--- src/rtl/keypad_pkg.sv ---
// Shared types, sizes and helpers for the 4x4 keypad scanner.
package keypad_pkg;

    localparam int NROW   = 4;
    localparam int NCOL   = 4;
    localparam int CODE_W = 4;

    typedef enum logic [1:0] {
        SCAN        = 2'd0,
        PRESS_DEB   = 2'd1,
        RELEASE_DEB = 2'd2
    } state_t;

    function automatic logic [NCOL-1:0] col_strobe(input logic [1:0] idx);
        col_strobe = ~(4'b0001 << idx);
    endfunction

    // Lowest closed (low) row wins when several rows read low together.
    function automatic logic [1:0] lowest_low_row(input logic [NROW-1:0] rows);
        casez (rows)
            4'b???0: lowest_low_row = 2'd0;
            4'b??01: lowest_low_row = 2'd1;
            4'b?011: lowest_low_row = 2'd2;
            4'b0111: lowest_low_row = 2'd3;
            default: lowest_low_row = 2'd0;
        endcase
    endfunction

endpackage

--- src/rtl/kp_sync2.sv ---
// Two-flop synchronizer for the asynchronous keypad rows; idles high (no key).
module kp_sync2
    import keypad_pkg::*;
(
    input  logic            clk,
    input  logic            rst_n,
    input  logic [NROW-1:0] d_i,
    output logic [NROW-1:0] q_o
);
    logic [NROW-1:0] meta_q;
    logic [NROW-1:0] sync_q;

    always_ff @(posedge clk or negedge rst_n) begin
        if (!rst_n) begin
            meta_q <= 4'hF;
            sync_q <= 4'hF;
        end else begin
            meta_q <= d_i;
            sync_q <= meta_q;
        end
    end

    assign q_o = sync_q;

endmodule

--- src/rtl/keypad_scan_ctrl.sv ---
// 4x4 keypad scanner with press/release debounce and a valid/ack key port.
// Optional auto-repeat while a key is held: define AUTOREPEAT_EN.
module keypad_scan_ctrl
    import keypad_pkg::*;
#(
    parameter int SCAN_DIV = 2700,
    parameter int DEB_CYC  = 54000
`ifdef AUTOREPEAT_EN
    ,
    parameter int REP_DLY  = 13500000,
    parameter int REP_PER  = 2700000
`endif
) (
    input  logic              clk,
    input  logic              rst_n,
    input  logic [NROW-1:0]   row_i,
    output logic [NCOL-1:0]   col_o,
    output logic [CODE_W-1:0] key_code,
    output logic              key_valid,
    input  logic              key_ack,
    output logic              overflow
);
    localparam int CNT_MAX = (SCAN_DIV > DEB_CYC) ? SCAN_DIV : DEB_CYC;
    localparam int CNT_W   = $clog2(CNT_MAX) + 1;
    localparam logic [CNT_W-1:0] SCAN_LAST = CNT_W'(SCAN_DIV - 1);
    localparam logic [CNT_W-1:0] DEB_LAST  = CNT_W'(DEB_CYC - 1);
    localparam logic [CNT_W-1:0] CNT_ONE   = CNT_W'(1);
    localparam logic [CNT_W-1:0] CNT_SAT   = {CNT_W{1'b1}};

    logic [NROW-1:0]   rs_s;
    logic              rs_row_s;
    logic              acc_s;
    state_t            state_q, state_d;
    logic [CNT_W-1:0]  cnt_q, cnt_d;
    logic [1:0]        col_q, col_d;
    logic [1:0]        row_q, row_d;
    logic              started_q;
    logic [NCOL-1:0]   col_o_q, col_o_d;
    logic [CODE_W-1:0] key_code_q, key_code_d;
    logic              key_valid_q, key_valid_d;
    logic              overflow_q, overflow_d;

`ifdef AUTOREPEAT_EN
    localparam int REP_MAX = (REP_DLY > REP_PER) ? REP_DLY : REP_PER;
    localparam int REP_W   = $clog2(REP_MAX) + 1;
    localparam logic [REP_W-1:0] REP_FIRST = REP_W'(REP_DLY - 1);
    localparam logic [REP_W-1:0] REP_NEXT  = REP_W'(REP_PER - 1);
    localparam logic [REP_W-1:0] REP_ONE   = REP_W'(1);
    localparam logic [REP_W-1:0] REP_SAT   = {REP_W{1'b1}};

    logic [REP_W-1:0] rep_cnt_q, rep_cnt_d;
    logic             rep_first_q, rep_first_d;
`endif

    kp_sync2 u_sync (
        .clk   (clk),
        .rst_n (rst_n),
        .d_i   (row_i),
        .q_o   (rs_s)
    );

    assign rs_row_s = rs_s[row_q];

    always_ff @(posedge clk or negedge rst_n) begin
        if (!rst_n) begin
            state_q <= SCAN;
        end else begin
            state_q <= state_d;
        end
    end

    // started_q holds off the column timer for the one cycle col_o leaves its reset value.
    always_comb begin
        state_d = state_q;
        cnt_d   = cnt_q;
        col_d   = col_q;
        row_d   = row_q;
        acc_s   = 1'b0;
`ifdef AUTOREPEAT_EN
        rep_cnt_d   = rep_cnt_q;
        rep_first_d = rep_first_q;
`endif
        case (state_q)
            SCAN: begin
                if (!started_q) begin
                    cnt_d = {CNT_W{1'b0}};
                end else if (cnt_q >= SCAN_LAST) begin
                    cnt_d = {CNT_W{1'b0}};
                    if (rs_s == 4'hF) begin
                        col_d = col_q + 2'd1;
                    end else begin
                        row_d   = lowest_low_row(rs_s);
                        state_d = PRESS_DEB;
                    end
                end else begin
                    cnt_d = cnt_q + CNT_ONE;
                end
            end
            PRESS_DEB: begin
                if (rs_row_s) begin
                    cnt_d   = {CNT_W{1'b0}};
                    col_d   = col_q + 2'd1;
                    state_d = SCAN;
                end else if (cnt_q >= DEB_LAST) begin
                    acc_s   = 1'b1;
                    cnt_d   = {CNT_W{1'b0}};
                    state_d = RELEASE_DEB;
`ifdef AUTOREPEAT_EN
                    rep_cnt_d   = {REP_W{1'b0}};
                    rep_first_d = 1'b1;
`endif
                end else begin
                    cnt_d = (cnt_q == CNT_SAT) ? cnt_q : cnt_q + CNT_ONE;
                end
            end
            RELEASE_DEB: begin
                if (!rs_row_s) begin
                    cnt_d = {CNT_W{1'b0}};
`ifdef AUTOREPEAT_EN
                    if ((rep_first_q && (rep_cnt_q >= REP_FIRST)) ||
                        (!rep_first_q && (rep_cnt_q >= REP_NEXT))) begin
                        acc_s       = 1'b1;
                        rep_cnt_d   = {REP_W{1'b0}};
                        rep_first_d = 1'b0;
                    end else begin
                        rep_cnt_d = (rep_cnt_q == REP_SAT) ? rep_cnt_q : rep_cnt_q + REP_ONE;
                    end
`endif
                end else if (cnt_q >= DEB_LAST) begin
                    cnt_d   = {CNT_W{1'b0}};
                    col_d   = col_q + 2'd1;
                    state_d = SCAN;
                end else begin
                    cnt_d = (cnt_q == CNT_SAT) ? cnt_q : cnt_q + CNT_ONE;
                end
            end
            default: begin
                state_d = SCAN;
                cnt_d   = {CNT_W{1'b0}};
            end
        endcase
    end

    // An accept while an unconsumed key is pending is dropped unless acked in that cycle.
    always_comb begin
        col_o_d     = col_strobe(col_d);
        key_code_d  = key_code_q;
        key_valid_d = key_valid_q;
        overflow_d  = overflow_q;
        if (acc_s) begin
            if (!key_valid_q || key_ack) begin
                key_code_d  = {row_q, col_q};
                key_valid_d = 1'b1;
            end else begin
                overflow_d = 1'b1;
            end
        end else if (key_valid_q && key_ack) begin
            key_valid_d = 1'b0;
        end else begin
            key_valid_d = key_valid_q;
        end
    end

    always_ff @(posedge clk or negedge rst_n) begin
        if (!rst_n) begin
            cnt_q       <= {CNT_W{1'b0}};
            col_q       <= 2'd0;
            row_q       <= 2'd0;
            started_q   <= 1'b0;
            col_o_q     <= 4'hF;
            key_code_q  <= 4'h0;
            key_valid_q <= 1'b0;
            overflow_q  <= 1'b0;
        end else begin
            cnt_q       <= cnt_d;
            col_q       <= col_d;
            row_q       <= row_d;
            started_q   <= 1'b1;
            col_o_q     <= col_o_d;
            key_code_q  <= key_code_d;
            key_valid_q <= key_valid_d;
            overflow_q  <= overflow_d;
        end
    end

`ifdef AUTOREPEAT_EN
    always_ff @(posedge clk or negedge rst_n) begin
        if (!rst_n) begin
            rep_cnt_q   <= {REP_W{1'b0}};
            rep_first_q <= 1'b1;
        end else begin
            rep_cnt_q   <= rep_cnt_d;
            rep_first_q <= rep_first_d;
        end
    end
`endif

    assign col_o     = col_o_q;
    assign key_code  = key_code_q;
    assign key_valid = key_valid_q;
    assign overflow  = overflow_q;

endmodule

--- config.mk ---
export PLATFORM = sky130hd
export DESIGN_NAME = keypad_scan_ctrl
export DESIGN_NICKNAME = d
export VERILOG_FILES = /design/src/rtl/keypad_pkg.sv /design/src/rtl/kp_sync2.sv /design/src/rtl/keypad_scan_ctrl.sv
export SDC_FILE = /design/constraint.sdc
export NUM_CORES = 1
export LEC_CHECK = 0
export BUFFER_PORTS_ARGS = -buffer_cell sky130_fd_sc_hd__buf_2
export CORE_MARGIN = 10
export CORE_UTILIZATION = 40
export CTS_BUF_LIST = sky130_fd_sc_hd__clkbuf_8
export DETAILED_ROUTE_END_ITERATION = 8
export PLACE_DENSITY = 0.66
export SLEW_MARGIN = 15
export SYNTH_ARGS = -nofsm -noshare
export SYNTH_HDL_FRONTEND = slang
export SYNTH_SLANG_ARGS = --single-unit
--- constraint.sdc ---
create_clock -name clk -period 3.2 [get_ports clk]
set_input_delay 0 -clock clk [delete_from_list [all_inputs] [get_ports clk]]
set_output_delay 0 -clock clk [all_outputs]
set_load 0.01 [all_outputs]
==> results of run 1 <==
power by group through the flow:
stage | sequential [mW] | combinational [mW] | clock, mW
2_1_floorplan | 0.559 | 0.0136 | 0
3_3_place_gp | 0.560 | 0.0310 | 0
3_5_place_dp | 0.561 | 0.0314 | 0
4_1_cts | 0.551 | 0.0370 | 0.348
5_1_grt | 0.553 | 0.0413 | 0.373
6_report | 0.551 | 0.0357 | 0.337
sequential cells by signal, summed over array words and instances, names as in the netlist:
| register | cells |
|---|---|
| cnt_q | 17 |
| col_o | 4 |
| col_q | 2 |
| key_code | 4 |
| key_valid | 1 |
| overflow | 1 |
| row_q | 2 |
| started_q | 1 |
| state_q | 2 |
| u_sync.meta_q | 4 |
| u_sync.q_o | 4 |
layer usage:
| layer | GRT usage | part of all wire | up-vias |
|---|---|---|---|
| li1 | - | - | 747 |
| met1 | 0.121 | 0.45 | 730 |
| met2 | 0.152 | 0.48 | 32 |
| met3 | 0.0310 | 0.046 | 4 |
| met4 | 0.0514 | 0.020 | 0 |
| met5 | 0 | 0 | - |
repair_timing:
action | CTS | global route
gates resized for setup | 0 | 1
endpoints found under the setup margin | 0 | 1
hold buffers | 6 | 0
hold endpoints to repair | 35 | 0
placed cells by master, fill, tap and decap left out, drive strengths merged, types with 7 or more instances in the layout:
| cell type | instances |
|---|---|
| dfrtp | 30 |
| buf | 17 |
| inv | 12 |
| dfstp | 12 |
| a21oi | 12 |
| nor2 | 11 |
| a311oi | 10 |
| nand2 | 10 |
| o21ai | 8 |
| and3 | 7 |
| nand2b | 7 |
critical path, stage by stage (launching register included):
cell and delay, ps:
dfrtp_1 440, ha_1 240, and3_1 270, nand2b_1 130
nor3_1 310, and3_1 250, nand3_1 120, inv_1 70
ha_1 210, nand2_2 220, a311oi_1 340
final timing paths:
| check | startpoint | endpoint | slack, ps |
|---|---|---|---|
| max | cnt_q[0] | cnt_q[2] | 480 |
| min | row_i[0] | u_sync.meta_q[0] | 340 |
| max reg2reg | cnt_q[0] | cnt_q[2] | 480 |
| min reg2reg | u_sync.meta_q[2] | u_sync.q_o[2] | 360 |
| max in group asynchronous | rst_n | cnt_q[16] | 2260 |
| min in group asynchronous | rst_n | cnt_q[9] | 370 |
kinds of logic after synthesis:
logic type / count (synthesis) / share of synthesized area
AND/OR/NAND/NOR: 61 / 0.164
XOR/XNOR: 2 / 0.00850
adder cells (fa/ha/maj): 3 / 0.0182
buffers and inverters: 21 / 0.0479
flip-flops: 42 / 0.517
multiplexers: 7 / 0.0425
AO/OA/AOI/OAI: 53 / 0.200
other: 1 / 0.00182
area by class of cell:
class	instances	share of cell area
inverter	11	0.0177
sequential	42	0.458
multi-input combinational	127	0.386
timing repair buffer	23	0.0634
clock inverter	3	0.00752
tap	70	0.0376
clock buffer	5	0.0296
through the flow:
step                instance area [um^2]  worst slack (ps)  std cells  hold WS, ps   util
floorplan                           2060               741        190         -296      -
global placement                    2180               421        267          105  0.432
detailed placement                  2180               365        267          106  0.432
CTS                                 2330               316        281          327  0.461
global route                        2330               154        281          332  0.462
finish                              2330               485        281          337  0.462
==> impl_metrics.csv, run 1 <==
group,metric,value,unit
clock_tree,clock_sinks,42,
synth,ys.flop_type,"dfrtp_1",
grt,grt_pass1_wl,6.87,mm
grt,grt-ovfl-total,0,
synth,synth_most_common_cell,"dfrtp_1",
clock_tree,cts_made_buffers,5,
sta,finalSetupTns,0,ps
power_and_ir_drop,p_total,0.923,mW
layout,fill_cells,485,
setup_path,cp_max_fo,15,
synth,synthCells,190,
power_and_ir_drop,power_density,397,nW/um^2
sta,setup_violations,0,
clock_tree,cts-root-buf,"clkbuf_8",
grt,antenna_found_initial,0,
die,die_w,91.8,um
power_and_ir_drop,clockPowerShare,0.365,
sta,finalCriticalPeriod,2720,ps
drt,drt-total-wl,3.93,mm
layout,area_delta_synth_final,12.9,%
synth,synth_top_cell_by_area,"dfrtp_1",
setup_path,startpoint_type,"register",
die,die_area,8430,um^2
grt,grt_max_degree,43,
drt,vias_per_cell,5.38,
setup_path,crit_arrival,2910,ps
grt,grt_pass1_vias,1439,
clock_tree,h-tree-depth,2,
sta,hold_viol,0,
power_and_ir_drop,p_sw_frac,0.232,
clock_tree,clock_latency,300,ps
synth,synth_top_area_frac,0.364,
die,die-height,91.8,um
placed_design,dp_hpwl,2.71,mm
die,floorplan.initialDensity,0.409,
clock_tree,clock_tree.buffer_depth,2,
power_and_ir_drop,max-vdd-ir-drop,0.264,mV
drt,firstDrtPassIters,4,
synth,yosys.cell_types.count,53,
grt,grt_use_total,0.0987,
sta,final.period_utilization,0.848,
power_and_ir_drop,power_frac_comb,0.039,
synth,synth.area.top_cells,"dfrtp_1, dfstp_2, a311oi_1",
sta,max_slew.worst_pin.slew,919,ps
clock_tree,postCtsSetupRepairBufs,0,
layout,layout-drive-gt1-share,0.227,
sta,slew_headroom,0.387,
drt,vias,1513,
power_and_ir_drop,p_switching,0.215,mW
layout,final-seq-area,1070,um^2
setup_path,reg2regPathDepth,10,
synth,yosysWarnings,0,
die,coreArea,5040,um^2
sta,rsz0062_at_grt,"false",
layout,multi_input_area,900,um^2
synth,seq_area_frac_synth,0.517,
sta,slew_viol_final,0,
drt,antenna_left,0,
setup_path,endpoint_kind,"register",
synth,synthTopCellsByCount,"dfrtp_1, dfstp_2, a21oi_1, inv_1, nor2_1",
drt,drc,0,
status,status,"complete, no violations",
die,rows,26,
sta,fmax,0.368,GHz
synth,ys_seq_elements,42,
drt,route.detailed.wl_per_inst,14.0,um
die,ios,17,
placed_design,io_buffers,16,
synth,syn-num-nets,200,
synth,async_reset_ff_frac,1.00,
synth,synth-edff-count,0,
power_and_ir_drop,pwr-share-seq,0.597,
setup_path,worstSetupPathType,"reg -> reg",
clock_tree,path_clk_slew,80,ps
synth,syn_area,2060,um^2
drt,drtIter0Drc,106,
min_path,holdPathStages,2,
placed_design,gp_congestion,0.805,
clock_tree,cts_tree,"built",
min_path,hold_path_class,"in -> reg",
sta,clock_skew,7.97,ps
power_and_ir_drop,power.leakage,1.01,nW
layout,layout.nets,220,
run,drv_cap,0,
synth,avgSynthCellArea,10.9,um^2
layout,antenna_cells,0,
power_and_ir_drop,internal_power,0.709,mW
setup_path,crit_required,3400,ps
Power figures use the tool's default switching activity.
==> run 2: changes to the inputs <==
clock period = 2.75 ns   (was 3.2 ns; I/O delays follow)
==> run 2 against run 1 <==
Net effect: clock-buffer cell count stayed put; sequential share of layout area fell by 0.98 points; global-route usage increased by 0.57 points; die area did not move; worst setup slack worse by 320 ps; clock power up 19%; utilization rose by 1.1 points; register-to-register slack worse by 320 ps; clock skew is 5.3 ps lower; cell count up 2.1%; sequential power grew 17%.
==> impl_metrics.csv, run 2 (synthesis results as in run 1) <==
group,metric,value,unit
die,ios,17,
layout,area_delta_synth_final,15.7,%
die,die-height,91.8,um
sta,max_slew.worst_pin.slew,903,ps
setup_path,cp_slowest_stage_delay,420,ps
drt,vias_per_cell,5.44,
sta,fmax,0.386,GHz
sta,slew_headroom,0.398,
layout,antenna_cells,0,
setup_path,cp_max_fo,15,
setup_path,startpoint_type,"register",
sta,finalCriticalPeriod,2590,ps
die,die_area,8430,um^2
setup_path,worstSetupPathType,"reg -> reg",
clock_tree,cts_tree,"built",
sta,slew_viol_final,0,
min_path,hold_path_class,"in -> reg",
layout,final_cell_mix,"dfrtp_1, buf_2, dfstp_2",
placed_design,io_buffers,16,
layout,final_common_cell,"dfrtp_1",
grt,antenna_found_initial,0,
die,die_w,91.8,um
clock_tree,cts-root-buf,"clkbuf_8",
layout,regMostFlops,"cnt_q",
drt,firstDrtPassIters,4,
sta,clock_skew,2.68,ps
placed_design,dp_hpwl,2.80,mm
power_and_ir_drop,power_density,454,nW/um^2
grt,grt-ovfl-total,0,
grt,grt_use_total,0.104,
drt,drtIter0Drc,105,
drt,antenna_left,0,
die,floorplan.initialDensity,0.409,
clock_tree,clock_sinks,42,
grt,grt_max_degree,43,
power_and_ir_drop,power.leakage,1.03,nW
setup_path,endpoint_kind,"register",
clock_tree,cts_made_buffers,5,
setup_path,worstPathCellList,"ha_1, and3_1, nand2b_1, nor3_2, and3_1, nand3_1, inv_1, ha_1, nand2_1, buf_4, a311oi_1",
run,drv_cap,0,
drt,route.detailed.wl_per_inst,14.4,um
sta,setup_violations,0,
grt,grt_pass1_vias,1510,
sta,final.period_utilization,0.941,
drt,drc,0,
placed_design,gp_congestion,0.819,
layout,layout.nets,226,
clock_tree,path_clk_slew,80,ps
placed_design,place_ws,76.6,ps
power_and_ir_drop,p_total,1.08,mW
power_and_ir_drop,max-vdd-ir-drop,0.225,mV
drt,vias,1560,
clock_tree,clock_latency,300,ps
status,status,"complete, no violations",
setup_path,crit_required,2940,ps
sta,worst_slack,163,ps
die,rows,26,
layout,fill_cells,478,
sta,hold_viol,0,
clock_tree,postCtsSetupRepairBufs,0,
setup_path,crit_arrival,2780,ps
setup_path,crit_path_top_delay_cell,"dfrtp_2",
grt,grt_pass1_wl,7.28,mm
setup_path,r2r_setup_slack,160,ps
clock_tree,h-tree-depth,2,
clock_tree,clock_tree.buffer_depth,2,
layout,largest_reg_flops,17,
die,coreArea,5040,um^2
drt,drt-total-wl,4.13,mm
layout,layout-drive-gt1-share,0.267,
-- run 2: per-stage QoR --
| stage | setup TNS, ps | area, um^2 | hold slack, ps | utilization | instances |
|---|---|---|---|---|---|
| after global routing | -63.8 | 2380 | 326 | 0.473 | 287 |
| after detailed placement | 0 | 2220 | 106 | 0.441 | 273 |
| after floorplan | 0 | 2060 | -296 | - | 190 |
| final | 0 | 2380 | 337 | 0.473 | 287 |
| after CTS | 0 | 2370 | 324 | 0.471 | 287 |
| after global placement | 0 | 2220 | 105 | 0.441 | 273 |
-- run 2: cell type report --
type,instances,area (um^2),share of cell area
Clock buffer,5,68.8,0.0289
Tap cell,70,87.6,0.0367
Multi-Input combinational cell,127,905,0.379
Sequential cell,42,1070,0.448
Inverter,11,41.3,0.0173
Timing Repair Buffer,29,193,0.0808
Clock inverter,3,21.3,0.00892
-- run 2: what timing repair did --
action	CTS	global route
hold buffers	6	0
setup endpoints to repair	0	16
gates resized for setup	0	5
endpoints found under the hold margin	35	0
-- run 2: critical path: cells and delay by family (launching register included) --
family,cells,cell delay (ps)
DFF,1,420
adders and majority gates,2,430
AOI/OAI and AO/OA,1,310
buffers and inverters,2,270
and+or+nand+nor,6,1060
-- run 2: worst paths after layout --
check,start,endpoint,depth (start not counted)
max,cnt_q[0],cnt_q[10],11
min,row_i[1],u_sync.meta_q[1],2
max reg2reg,cnt_q[0],cnt_q[10],11
min reg2reg,u_sync.meta_q[0],u_sync.q_o[0],0
max in group asynchronous,rst_n,cnt_q[0],2
min in group asynchronous,rst_n,cnt_q[13],2
-- run 2: power by group --
| group | internal [mW] | switching [mW] |
|---|---|---|
| registers | 0.633 | 0.00928 |
| logic | 0.0162 | 0.0246 |
| clock network | 0.178 | 0.222 |
| total | 0.827 | 0.256 |
-- run 2: layer usage --
metal,wire [um],part of all wire,vias up,track usage
met3,219,0.053,6,0.0277
met5,0,0,-,0
met2,1980,0.48,38,0.164
met4,81,0.020,0,0.0501
met1,1840,0.45,758,0.130
li1,-,-,758,-
